--- src/rtl/ov7670_pkg.sv ---
// Shared definitions for the OV7670 stream capture path.
// FSM encoding and sensor default geometry.
package ov7670_pkg;

   typedef enum logic [1:0] {
      ST_IDLE    = 2'd0,
      ST_WAIT_VS = 2'd1,
      ST_ACTIVE  = 2'd2
   } cap_state_t;

   localparam int QVGA_W = 320;
   localparam int QVGA_H = 240;

   // first byte on the bus is the most significant pixel byte
   localparam bit MSB_FIRST = 1'b1;

endpackage

--- src/rtl/capture_fifo.sv ---
// Synchronous FIFO for captured pixels.
// Full-plus-pop writes are accepted; read data is zero when empty.
module capture_fifo #(
   parameter int WIDTH = 18,
   parameter int DEPTH = 16
) (
   input  logic             clock,
   input  logic             reset,
   input  logic             push,
   input  logic [WIDTH-1:0] wdata,
   input  logic             pop,
   output logic [WIDTH-1:0] rdata,
   output logic             full,
   output logic             empty
);

   localparam int AW = $clog2(DEPTH);

   logic [WIDTH-1:0] mem [DEPTH];
   logic [AW:0]      wr_q;
   logic [AW:0]      rd_q;
   logic             wr_en;
   logic             rd_en;

   assign empty = (wr_q == rd_q);
   assign full  = (wr_q[AW] != rd_q[AW]) &&
                  (wr_q[AW-1:0] == rd_q[AW-1:0]);
   assign wr_en = push && (!full || pop);
   assign rd_en = pop && !empty;
   assign rdata = empty ? '0 : mem[rd_q[AW-1:0]];

   always_ff @(posedge clock) begin
      if (wr_en) mem[wr_q[AW-1:0]] <= wdata;
   end

   always_ff @(posedge clock or negedge reset) begin
      if (!reset) begin
         wr_q <= '0;
         rd_q <= '0;
      end else begin
         if (wr_en) wr_q <= wr_q + (AW+1)'(1);
         if (rd_en) rd_q <= rd_q + (AW+1)'(1);
      end
   end

endmodule

--- src/rtl/ov7670_stream_capture.sv ---
// OV7670 bus capture: sync, pixel assembly, crop window, FIFO,
// and valid/ready pixel stream with frame/line sideband.
module ov7670_stream_capture
   import ov7670_pkg::*;
#(
   parameter int BYTES_PER_PIXEL = 2,
   parameter int FIFO_DEPTH      = 16,
   parameter int X_START         = 0,
   parameter int X_END           = QVGA_W - 1,
   parameter int Y_START         = 0,
   parameter int Y_END           = QVGA_H - 1,
   parameter int CNT_W           = 10
) (
   input  logic                         clock,
   input  logic                         reset,
   input  logic                         cam_pclk,
   input  logic                         cam_vsync,
   input  logic                         cam_href,
   input  logic [7:0]                   cam_data,
   input  logic                         capture_en,
   input  logic                         clear_ovf,
   output logic [8*BYTES_PER_PIXEL-1:0] pixel_data,
   output logic                         pixel_valid,
   input  logic                         pixel_ready,
   output logic                         pixel_sof,
   output logic                         pixel_eol,
   output logic                         frame_active,
   output logic [15:0]                  frame_count,
   output logic                         overflow
);

   localparam int PW = 8 * BYTES_PER_PIXEL;
   localparam int EW = PW + 2;
   localparam logic [1:0] LAST_PH = 2'(BYTES_PER_PIXEL - 1);
   localparam logic [CNT_W-1:0] CNT_MAX = '1;

   logic [10:0]      sync1;
   logic [10:0]      sync2;
   logic             pclk_rise_q;
   logic             href_fall_q;
   logic             vs_rise_q;
   logic             vs_fall_q;
   cap_state_t       state_q;
   cap_state_t       state_d;
   logic [1:0]       phase_q;
   logic [CNT_W-1:0] col_q;
   logic [CNT_W-1:0] line_q;
   logic [PW-1:0]    pix_q;
   logic [PW+7:0]    pix_cat;
   logic [PW-1:0]    pix_nxt;
   logic             push_q;
   logic [EW-1:0]    entry_q;
   logic             pushed_q;
   logic             take;
   logic             in_win;
   logic             at_sof;
   logic             at_eol;
   logic             pop;
   logic             drop;
   logic             fifo_full;
   logic             fifo_empty;
   logic [EW-1:0]    fifo_rdata;

   // bit map: 10 pclk, 9 vsync, 8 href, 7:0 data
   always_ff @(posedge clock or negedge reset) begin
      if (!reset) begin
         sync1       <= '0;
         sync2       <= '0;
         pclk_rise_q <= 1'b0;
         href_fall_q <= 1'b0;
         vs_rise_q   <= 1'b0;
         vs_fall_q   <= 1'b0;
      end else begin
         sync1       <= {cam_pclk, cam_vsync, cam_href, cam_data};
         sync2       <= sync1;
         pclk_rise_q <= sync1[10] & ~sync2[10];
         href_fall_q <= ~sync1[8] & sync2[8];
         vs_rise_q   <= sync1[9] & ~sync2[9];
         vs_fall_q   <= ~sync1[9] & sync2[9];
      end
   end

   always_ff @(posedge clock or negedge reset) begin
      if (!reset) state_q <= ST_IDLE;
      else        state_q <= state_d;
   end

   always_comb begin
      state_d = state_q;
      unique case (state_q)
         ST_IDLE:
            if (capture_en) state_d = ST_WAIT_VS;
         ST_WAIT_VS:
            if (vs_fall_q)
               state_d = capture_en ? ST_ACTIVE : ST_IDLE;
         ST_ACTIVE:
            if (vs_rise_q) state_d = ST_WAIT_VS;
         default:
            state_d = ST_IDLE;
      endcase
   end

   always_comb begin
      frame_active = (state_q == ST_ACTIVE);
   end

   assign take    = frame_active & pclk_rise_q & sync2[8];
   assign pix_cat = {pix_q, sync2[7:0]};
   assign pix_nxt = pix_cat[PW-1:0];

   assign in_win = (int'(col_q) >= X_START) &&
                   (int'(col_q) <= X_END) &&
                   (int'(line_q) >= Y_START) &&
                   (int'(line_q) <= Y_END);
   assign at_sof = (int'(col_q) == X_START) &&
                   (int'(line_q) == Y_START);
   assign at_eol = (int'(col_q) == X_END);

   always_ff @(posedge clock or negedge reset) begin
      if (!reset) begin
         phase_q <= '0;
         col_q   <= '0;
         line_q  <= '0;
         pix_q   <= '0;
         push_q  <= 1'b0;
         entry_q <= '0;
      end else begin
         push_q <= 1'b0;
         if (vs_fall_q) begin
            phase_q <= '0;
            col_q   <= '0;
            line_q  <= '0;
         end else if (vs_rise_q) begin
            phase_q <= '0;
         end else if (href_fall_q && frame_active) begin
            phase_q <= '0;
            col_q   <= '0;
            if (line_q != CNT_MAX)
               line_q <= line_q + CNT_W'(1);
         end else if (take) begin
            pix_q <= pix_nxt;
            if (phase_q == LAST_PH) begin
               phase_q <= '0;
               if (col_q != CNT_MAX)
                  col_q <= col_q + CNT_W'(1);
               push_q  <= in_win;
               entry_q <= {at_sof, at_eol, pix_nxt};
            end else begin
               phase_q <= phase_q + 2'd1;
            end
         end
      end
   end

   assign pop  = pixel_valid & pixel_ready;
   assign drop = push_q & fifo_full & ~pop;

   // a frame only counts once it has produced a pixel
   always_ff @(posedge clock or negedge reset) begin
      if (!reset) begin
         pushed_q    <= 1'b0;
         frame_count <= '0;
         overflow    <= 1'b0;
      end else begin
         if (vs_fall_q)   pushed_q <= 1'b0;
         else if (push_q) pushed_q <= 1'b1;
         if (frame_active && vs_rise_q && (pushed_q || push_q))
            frame_count <= frame_count + 16'd1;
         overflow <= drop | (overflow & ~clear_ovf);
      end
   end

   capture_fifo #(
      .WIDTH(EW),
      .DEPTH(FIFO_DEPTH)
   ) u_fifo (
      .clock(clock),
      .reset(reset),
      .push (push_q),
      .wdata(entry_q),
      .pop  (pop),
      .rdata(fifo_rdata),
      .full (fifo_full),
      .empty(fifo_empty)
   );

   assign pixel_valid = ~fifo_empty;
   assign {pixel_sof, pixel_eol, pixel_data} = fifo_rdata;

endmodule

--- config.mk ---
export PLATFORM = sky130hd
export DESIGN_NAME = ov7670_stream_capture
export DESIGN_NICKNAME = d
export VERILOG_FILES = /design/src/rtl/ov7670_pkg.sv /design/src/rtl/capture_fifo.sv /design/src/rtl/ov7670_stream_capture.sv
export SDC_FILE = /design/constraint.sdc
export NUM_CORES = 1
export LEC_CHECK = 0
export ABC_CLOCK_PERIOD_IN_PS = 4700
export BUFFER_PORTS_ARGS = -buffer_cell sky130_fd_sc_hd__buf_4
export CAP_MARGIN = 20
export CORE_MARGIN = 2
export CORE_UTILIZATION = 53
export CTS_BUF_LIST = sky130_fd_sc_hd__clkbuf_16
export CTS_CLUSTER_DIAMETER = 50
export CTS_CLUSTER_SIZE = 28
export DETAILED_ROUTE_END_ITERATION = 7
export GPL_ROUTABILITY_DRIVEN = 0
export GPL_TIMING_DRIVEN = 0
export PLACE_DENSITY = 0.7
export SETUP_SLACK_MARGIN = 0.05
export SLEW_MARGIN = 20
export SYNTH_ARGS = -nofsm -noshare
export SYNTH_HDL_FRONTEND = slang
export SYNTH_SLANG_ARGS = --single-unit
--- constraint.sdc ---
create_clock -name clock -period 4.7 [get_ports clock]
set_clock_uncertainty 0.15 [all_clocks]
set_input_delay 0.705 -clock clock [delete_from_list [all_inputs] [get_ports clock]]
set_output_delay 0.705 -clock clock [all_outputs]
set_load 0.1 [all_outputs]
* Yosys cells after proc, flatten, opt, wreduce, memory -nomap -nowiden *
Memory sizes are Yosys's and may differ from the RTL's.
Index checks and enable logic that the tools add are counted.

word-level totals
  bits in registers = 105
  RAM bits = 288
  bits of input ports = 16
  word-level logic and storage cells = 118
  memories = 1

operators by class
  add/subtract/negate cells = 6
  order comparisons = 2
  eq/ne operators = 13
  mux-type cells = 30
  bitwise operators = 21
  reductions and logical operators = 27

memories
  memory      depth  width  rd ports  clocked after Yosys merged registers in  wr ports  line                text
  u_fifo.mem  16     18     1         0                                        1         capture_fifo.sv:19  logic [WIDTH-1:0] mem [DEPTH];

operators by type and width
  operator               count
  $mux 10                10
  $add 10x1->10 const B  2
  $logic_not 10->1       2
  $ne 10x10->1 const B   2
  $mux 18                1
  $mux 2                 9
  $add 16x1->16 const B  1
  $add 5x1->5 const B    2
  $and 1x1->1            10
  $eq 10x10->1 const B   1
  $le 10x8->1 const B    1
  $le 10x9->1 const B    1
  $not 1->1              10
  $mux 1                 9
  $reduce_bool 3->1      3
  $logic_and 1x1->1      8
  $reduce_and 4->1       2
  $pmux 2 s3             1
  $reduce_and 3->1       2
  $reduce_bool 2->1      3
  $eq 5x5->1             1
  $reduce_and 5->1       1
  $eq 2x1->1 const B     2
  $eq 4x4->1             1
  10 further kinds       14

* Depth between registers and ports, before layout *
Gate-level depths: netlist of run 1.

  depth after elaboration = 7
  depth in mapped cells = 6

* Hierarchy *
From an unflattened synthesis of run 1, not the netlist that was laid out.

second synthesis, totals
  cells, all modules = 835
  area total of the unflattened synthesis = 15454.8 µm²

modules (own cells, without submodules)
  module                 instances  cells an instance  area an instance (µm²)  seq. area each (µm²)
  capture_fifo           1          517                11552.3                 8898.5
  ov7670_stream_capture  1          318                3902.5                  2377.3

* Worst setup path after synthesis of run 1 *
No wires, ideal clock.

  kind = register -> output
  from = register u_fifo.rd_q[2]
  to = output pixel_data[10]
  arrival time = 2.755 ns
  setup slack = 1.090 ns
  cell stages (with the launch flop) = 7
  path buffers = 3
  cells stage by stage = dfrtp_1 > clkbuf_1 > and2_1 > clkbuf_2 > buf_1 > a22oi_1 > a21oi_1

on the way
  word-level cells in the longest chain between the ends = 2

RTL lines
  element                                             line                         text
  from (decl)                                         capture_fifo.sv:21           logic [AW:0] rd_q;
  from (signal assigned)                              capture_fifo.sv:42           if (rd_en) rd_q <= rd_q + (AW+1)'(1);
  $mem_v2 16x18 / $eq 5x5->1 (equally long branches)  -
  $mux 18 *                                           capture_fifo.sv:30           assign rdata = empty ? '0 : mem[rd_q[AW-1:0]];
  to (decl)                                           ov7670_stream_capture.sv:22  output logic [8*BYTES_PER_PIXEL-1:0] pixel_data,

Every way passes the cells marked *; elsewhere a longest branch is shown, timed or not.

* Worst setup path in the final report of run 1 *
  from = register u_fifo.rd_q[1]
  to = output pixel_data[5]

Same word-level chain as after synthesis.

==> metrics.json, run 1 <==
{
  "status": {
    "status": "complete, no violations"
  },
  "grt": {
    "met2_usage": 0.342,
    "number_of_global_route_vias_before_repair": 8138,
    "gr-usage-all-layers": 0.203,
    "grt.overflow.total": 0,
    "gr-usage-met3": 0.0383,
    "grt_use_met1": 0.278,
    "global_route.peak_usage_layer": "met2",
    "grt_antenna_before_repair": 0,
    "first_pass_grt_wire_length_um": 47000,
    "grt_start_max_net_pins": 106
  },
  "synthesis": {
    "syn-cell-area_um2": 15400,
    "synth-seq-cells": 393,
    "synth.net_count": 856,
    "post_synth_num_cell_types": 60,
    "synth_edf_count": 288,
    "synthFlopType": "sky130_fd_sc_hd__edfxtp_1",
    "seq_area_frac_synth": 0.731,
    "netlist_instances": 830,
    "synth.avg_cell_area_um2": 18.6,
    "yosysWarnings": 0,
    "ys_async_sr_fraction": 0.267
  },
  "timing": {
    "grt_setup_unrepaired": "false",
    "final_min_period_over_clock_period": 0.844,
    "report.final.setup_viol": 0,
    "worst_slack_ns": 0.732,
    "slew_headroom": 0.252,
    "post_route_minimum_period_ns": 3.97,
    "setup_tns_ns": 0,
    "achievable-frequency_ghz": 0.252,
    "hold_viol_final": 0,
    "fin_worst_hold_slack_ns": 0.131,
    "slew_at_the_pin_closest_to_its_max_slew_limit_ns": 1.12,
    "finalMaxSlewViolations": 0
  },
  "cts": {
    "cts_tree": "yes",
    "cts.repair_timing.setup_buffer_count": 0,
    "cts_root_buffer": "sky130_fd_sc_hd__clkbuf_16",
    "post_cts_resize_count": 0,
    "clkTransAtPathRegs_ns": 0.08,
    "number_of_buffers_between_clock_root_and_the_deepest_sink": 3,
    "tritoncts.num_buffers": 38,
    "hold_buffers": 0,
    "h-tree-depth": 2,
    "numClockSinks": 393,
    "clock_insertion_delay_worst_skew_ns": 0.52
  },
  "power": {
    "total_switching_power_uw": 2250,
    "cell_internal_pwr_uw": 5840,
    "powerDensity_nw_per_um2": 458,
    "sequential_power_share": 0.468,
    "cellLeakagePower_uw": 0.00711,
    "combinationalPowerShare": 0.144,
    "clock_power_share": 0.388,
    "net_switching_share_of_the_total_power": 0.278,
    "power.ir.vdd_worst_mv": 0.343
  },
  "critical_path": {
    "reg2reg_to": "u_fifo.mem[13][4]$_DFFE_PP_",
    "crit_required_ns": 3.85,
    "crit_slowest_cell": "sky130_fd_sc_hd__buf_1",
    "reg2reg_from": "u_fifo.wr_q[3]$_DFFE_PN0P_",
    "critPathCaptureType": "output port",
    "path_max_fanout": 10,
    "crit_arrival_ns": 3.11,
    "r2r_setup_slack_ns": 1.71,
    "worst_path_largest_cell_delay_ns": 0.61,
    "worst_setup_sp_type": "register",
    "worstPathCellList": "buf_2 > buf_1 > mux4_2 > a22oi_1 > a21oi_1 > buf_4",
    "worst-setup-path-type": "reg2out",
    "r2r_cells": 6,
    "critPathCapture": "pixel_data[5]",
    "startpoint": "u_fifo.rd_q[1]$_DFFE_PN0P_"
  },
  "run": {
    "max_cap_viol_count": 0
  },
  "min_path": {
    "timing.hold.worst.class": "in2reg"
  },
  "drt": {
    "drt-wirelength-per-cell_um": 22.3,
    "wl_um": 29800,
    "routed-via-count": 7876,
    "detail_route.iter0.violations": 804,
    "drc_errors": 0,
    "drtPass1Iterations": 5,
    "antenna_violating_nets_post_route": 0,
    "number_of_vias_per_cell": 5.88
  },
  "cells_and_area": {
    "num_antenna_cells": 0,
    "final_area_um2": 17700,
    "post_route_cells_drive_above_1_share": 0.264,
    "nNetsFinal": 951,
    "area_delta_synth_final_pct": 14.5
  },
  "floorplan": {
    "core.rowCount": 62,
    "effective_utilization_at_floorplan": 0.537,
    "floorplan.io_pins": 53,
    "dieWidth_um": 175,
    "die_area_um2": 30500,
    "core_region_area_um2": 28700,
    "floorplan.die.height_um": 175
  },
  "place": {
    "preCtsSetupSlack_ns": 1.30,
    "port_buffers": 52,
    "hpwlAfterDp_um": 19100,
    "dpl_cell_area_um2": 16300
  }
}
==> worst min path at each step <==
stage	start	to	cells past startpoint
floorplan	sync1[0]$_DFF_PN0_	sync2[0]$_DFF_PN0_	0
global placement	sync1[5]$_DFF_PN0_	sync2[5]$_DFF_PN0_	0
detailed placement	sync1[4]$_DFF_PN0_	sync2[4]$_DFF_PN0_	0
CTS	cam_data[5]	sync1[5]$_DFF_PN0_	1
global route	cam_data[5]	sync1[5]$_DFF_PN0_	1
finish	cam_data[5]	sync1[5]$_DFF_PN0_	1
==> metrics by stage <==
step	std cells	util	power [µW]
after floorplan	830	-	4690
after global placement	1266	0.568	5030
after detailed placement	1269	0.569	5050
after CTS	1339	0.615	8190
after global routing	1339	0.615	8390
final	1339	0.615	8090
==> kinds of logic after synthesis <==
kind of cell	share of synthesized area
AOI/OAI and AO/OA	0.0455
xor gates and xnor gates	0.0165
adders and majority gates	0.00811
buffers and inverters	0.0165
DFF	0.731
muxes	0.127
and+or+nand+nor	0.0553
==> cell type report <==
cell class	count	area, µm²
buffer	37	194
timing repair buffer	55	420
sequential	393	11300
tap	384	480
clock buffer	41	1030
multi-input combinational	384	3900
clock inverter	29	298
inverter	16	60.1
fill	2083	11000
==> layer usage <==
layer  wire length [µm]  part of all wire
met1              12800              0.43
met2              14900              0.50
met3               1580             0.053
met4                531             0.018
met5                  0                 0
==> cells in the mapped netlist (8+ instances only) <==
master,n,area share
sky130_fd_sc_hd__ha_1,10,0.0081
sky130_fd_sc_hd__nor2b_1,12,0.0049
sky130_fd_sc_hd__clkbuf_1,9,0.0022
sky130_fd_sc_hd__dfrtp_1,105,0.17
sky130_fd_sc_hd__inv_1,16,0.0039
sky130_fd_sc_hd__a22oi_1,36,0.018
sky130_fd_sc_hd__mux2_2,28,0.020
sky130_fd_sc_hd__buf_2,9,0.0029
sky130_fd_sc_hd__nand2_1,14,0.0034
sky130_fd_sc_hd__a21oi_1,22,0.0071
sky130_fd_sc_hd__and3_1,24,0.0097
sky130_fd_sc_hd__nor2_1,18,0.0044
sky130_fd_sc_hd__nor3_1,12,0.0039
sky130_fd_sc_hd__edfxtp_1,288,0.56
sky130_fd_sc_hd__mux4_2,72,0.11
sky130_fd_sc_hd__xnor2_1,24,0.014
sky130_fd_sc_hd__nand4_1,10,0.0041
sky130_fd_sc_hd__nand3_1,17,0.0055
sky130_fd_sc_hd__buf_1,8,0.0019
==> power by group through the flow <==
stage	registers (µW)	clock network (µW)	logic [µW]
after floorplan	3840	0	856
after global placement	3860	0	1180
after detailed placement	3860	0	1190
after CTS	3780	3210	1190
after global routing	3790	3340	1260
final	3780	3140	1170
==> cell usage in the layout (no fill, tap or decap), types with 10 or more instances in the layout <==
cell	Yosys	final
sky130_fd_sc_hd__edfxtp_1	288	288
sky130_fd_sc_hd__nor2_1	18	18
sky130_fd_sc_hd__nor2b_1	12	11
sky130_fd_sc_hd__a22oi_1	36	36
sky130_fd_sc_hd__clkbuf_16	0	41
sky130_fd_sc_hd__and3_1	24	23
sky130_fd_sc_hd__nand2_1	14	14
sky130_fd_sc_hd__inv_1	16	18
sky130_fd_sc_hd__buf_4	6	59
sky130_fd_sc_hd__mux2_2	28	28
sky130_fd_sc_hd__dfrtp_1	105	105
sky130_fd_sc_hd__xnor2_1	24	24
sky130_fd_sc_hd__ha_1	10	10
sky130_fd_sc_hd__mux4_2	72	72
sky130_fd_sc_hd__nor3_1	12	11
sky130_fd_sc_hd__a21oi_1	22	22
sky130_fd_sc_hd__nand3_1	17	17
sky130_fd_sc_hd__nand4_1	10	10
==> flip-flops by register name (all words and copies together) (netlist names) <==
register / cells
frame_count: 16
vs_fall_q: 1
line_q: 10
pushed_q: 1
vs_rise_q: 1
pclk_rise_q: 1
overflow: 1
u_fifo.rd_q: 5
push_q: 1
sync2: 11
u_fifo.wr_q: 5
entry_q: 18
phase_q: 2
state_q: 2
col_q: 10
u_fifo.mem: 288
pix_q: 8
sync1: 11
href_fall_q: 1
==> critical path, delay by kind of cell, from the launching register on <==
kind / cells / cell delay [ns]
buffers and inverters: 3 / 1.23
flip-flops: 1 / 0.49
AO/OA/AOI/OAI: 2 / 0.48
multiplexers: 1 / 0.40
Note: power is estimated with default switching activity, not from simulation.
==> run 2, diff against run 1 <==
--- a/config.mk
+++ b/config.mk
@@ -5,7 +5,7 @@
 export SDC_FILE = /design/constraint.sdc
 export NUM_CORES = 1
 export LEC_CHECK = 0
-export ABC_CLOCK_PERIOD_IN_PS = 4700
+export ABC_CLOCK_PERIOD_IN_PS = 3500
 export BUFFER_PORTS_ARGS = -buffer_cell sky130_fd_sc_hd__buf_4
 export CAP_MARGIN = 20
 export CORE_MARGIN = 2
@@ -16,7 +16,7 @@
 export DETAILED_ROUTE_END_ITERATION = 7
 export GPL_ROUTABILITY_DRIVEN = 0
 export GPL_TIMING_DRIVEN = 0
-export PLACE_DENSITY = 0.7
+export PLACE_DENSITY = 0.72
 export SETUP_SLACK_MARGIN = 0.05
 export SLEW_MARGIN = 20
 export SYNTH_ARGS = -nofsm -noshare
==> constraint.sdc (replaced) <==
create_clock -name clock -period 3.5 [get_ports clock]
set_clock_uncertainty 0.15 [all_clocks]
set_input_delay 0.525 -clock clock [delete_from_list [all_inputs] [get_ports clock]]
set_output_delay 0.525 -clock clock [all_outputs]
set_load 0.1 [all_outputs]
==> run 2 against run 1 <==
Net effect: combinational power is 40% higher; flip-flop and latch count unchanged; hold slack lost 0.016 ns; clock power up 15%; register-to-register slack lost 1.2 ns; non-clock buffer count grew 11; final cell count is 0.15% lower.
==> metrics.json, run 2 (same netlist as run 1, synthesis figures left out) <==
{
  "cells_and_area": {
    "post_route_non_filler_standard_cell_count": 1337,
    "num_antenna_cells": 0,
    "layout_common_cells": "288 x sky130_fd_sc_hd__edfxtp_1, 105 x sky130_fd_sc_hd__dfrtp_1, 72 x sky130_fd_sc_hd__mux4_2, 52 x sky130_fd_sc_hd__buf_4",
    "nNetsFinal": 955,
    "largest_register_ff_count": 288,
    "layout_commonest_cell": "sky130_fd_sc_hd__edfxtp_1",
    "area_delta_synth_final_pct": 14.3,
    "post_route_cells_drive_above_1_share": 0.275
  },
  "critical_path": {
    "worst_path_most_repeated_cell": "sky130_fd_sc_hd__buf_6",
    "r2r_setup_slack_ns": 0.54,
    "reg2reg_to": "u_fifo.mem[2][0]$_DFFE_PP_",
    "crit_required_ns": 2.82,
    "timing.critical_path.buf_inv": 3,
    "worstPathCellList": "buf_6 > buf_6 > mux4_2 > a22oi_1 > a21oi_1 > buf_4",
    "path_max_fanout": 10,
    "crit_arrival_ns": 2.68,
    "worst_path_largest_cell_delay_ns": 0.52,
    "crit_slowest_cell": "sky130_fd_sc_hd__mux4_2",
    "worst_path_dominant_cell_family": "buffers and inverters",
    "worst-setup-path-type": "reg2out",
    "critPathCaptureType": "output port",
    "r2r_cells": 6,
    "reg2reg_from": "u_fifo.wr_q[3]$_DFFE_PN0P_",
    "worst_setup_sp_type": "register"
  },
  "floorplan": {
    "effective_utilization_at_floorplan": 0.537,
    "die_area_um2": 30500,
    "dieWidth_um": 175,
    "floorplan.die.height_um": 175,
    "floorplan.io_pins": 53,
    "core.rowCount": 62,
    "core_region_area_um2": 28700
  },
  "cts": {
    "cts_root_buffer": "sky130_fd_sc_hd__clkbuf_16",
    "h-tree-depth": 1,
    "number_of_buffers_between_clock_root_and_the_deepest_sink": 3,
    "cts_tree": "yes",
    "clkTransAtPathRegs_ns": 0.07,
    "clock_insertion_delay_worst_skew_ns": 0.58,
    "numClockSinks": 393,
    "tritoncts.num_buffers": 31
  },
  "timing": {
    "finalMaxSlewViolations": 0,
    "grt_setup_unrepaired": "true",
    "slew_headroom": 0.288,
    "final_min_period_over_clock_period": 0.958,
    "report.final.setup_viol": 0,
    "achievable-frequency_ghz": 0.298,
    "hold_viol_final": 0,
    "post_route_minimum_period_ns": 3.35,
    "slew_at_the_pin_closest_to_its_max_slew_limit_ns": 1.07
  },
  "drt": {
    "wl_um": 30600,
    "drtPass1Iterations": 5,
    "routed-via-count": 7934,
    "antenna_violating_nets_post_route": 0,
    "drt-wirelength-per-cell_um": 22.9,
    "number_of_vias_per_cell": 5.93,
    "drc_errors": 0,
    "detail_route.iter0.violations": 996
  },
  "min_path": {
    "hold_path_end": "state_q[1]$_DFFE_PN0P_",
    "min_delay_path_depth": 3,
    "timing.hold.worst.class": "in2reg",
    "worst_hold_startpoint": "capture_en"
  },
  "place": {
    "placed_cells": 1268,
    "hpwlAfterDp_um": 19300,
    "port_buffers": 52
  },
  "power": {
    "powerDensity_nw_per_um2": 588,
    "total_power_uw": 10400,
    "power.ir.vdd_worst_mv": 0.450,
    "cellLeakagePower_uw": 0.00707
  },
  "grt": {
    "first_pass_grt_wire_length_um": 47900,
    "number_of_global_route_vias_before_repair": 8281,
    "gr-usage-all-layers": 0.206,
    "grt_antenna_before_repair": 0,
    "grt_start_max_net_pins": 106,
    "grt.overflow.total": 0
  },
  "run": {
    "max_cap_viol_count": 0
  },
  "status": {
    "status": "complete, no violations"
  }
}
==> run 2: area by class of cell <==
type / count / area (µm²)
Buffer: 35 / 239
Clock buffer: 31 / 776
Clock inverter: 26 / 292
Fill cell: 2059 / 11100
Inverter: 16 / 60.1
Multi-Input combinational cell: 384 / 3950
Sequential cell: 393 / 11300
Tap cell: 384 / 480
Timing Repair Buffer: 68 / 562
==> run 2: timing repair <==
item                                    in CTS  in global routing
endpoints found under the setup margin      19                 14
endpoints found under the hold margin      117                  0
hold buffers                                13                  0
pin swaps                                    1                  0
gates resized for setup                     19                 15
buffers inserted                             1                  0
==> run 2: layer usage <==
layer	up-vias	share of wire	GRT usage
li1	3541	-	-
met1	4112	0.42	0.289
met2	233	0.51	0.354
met3	48	0.055	0.0268
met4	0	0.016	0.0385
met5	-	0	0
==> run 2: worst max path at each step <==
stage	startpoint	endpoint	slack, ns	cells past startpoint
global placement	u_fifo.wr_q[3]$_DFFE_PN0P_	u_fifo.mem[3][0]$_DFFE_PP_	-0.51	5
floorplan	u_fifo.rd_q[2]$_DFFE_PN0P_	pixel_data[10]	0.07	6
global route	u_fifo.rd_q[0]$_DFFE_PN0P_	pixel_data[15]	0.03	6
CTS	u_fifo.rd_q[0]$_DFFE_PN0P_	pixel_data[10]	0.03	6
finish	u_fifo.rd_q[0]$_DFFE_PN0P_	pixel_data[4]	0.15	6
detailed placement	u_fifo.rd_q[2]$_DFFE_PN0P_	pixel_data[10]	0.34	6
==> run 2: tightest hold or removal path: cells and delay by family <==
| kind | cells | cell delay (ns) |
|---|---|---|
| buf+inv | 1 | 0.11 |
| simple gates | 1 | 0.08 |
| compound gates | 1 | 0.07 |
==> run 2: report_power, final <==
part	internal, µW	switching [µW]
Combinational	640	1000
Sequential	5010	88.3
Clock	1810	1810
Total	7460	2900
==> run 2: through the flow <==
step | TNS, ns | cell area [µm²] | hold slack (ns) | utilization | worst slack (ns)
2_1_floorplan | 0 | 15400 | 0.0794 | - | 0.0701
3_3_place_gp | -9.14 | 16300 | 0.182 | 0.568 | -0.509
3_5_place_dp | 0 | 16300 | 0.187 | 0.569 | 0.343
4_1_cts | 0 | 17600 | 0.0893 | 0.613 | 0.0343
5_1_grt | 0 | 17600 | 0.113 | 0.614 | 0.0344
6_report | 0 | 17600 | 0.114 | 0.614 | 0.146
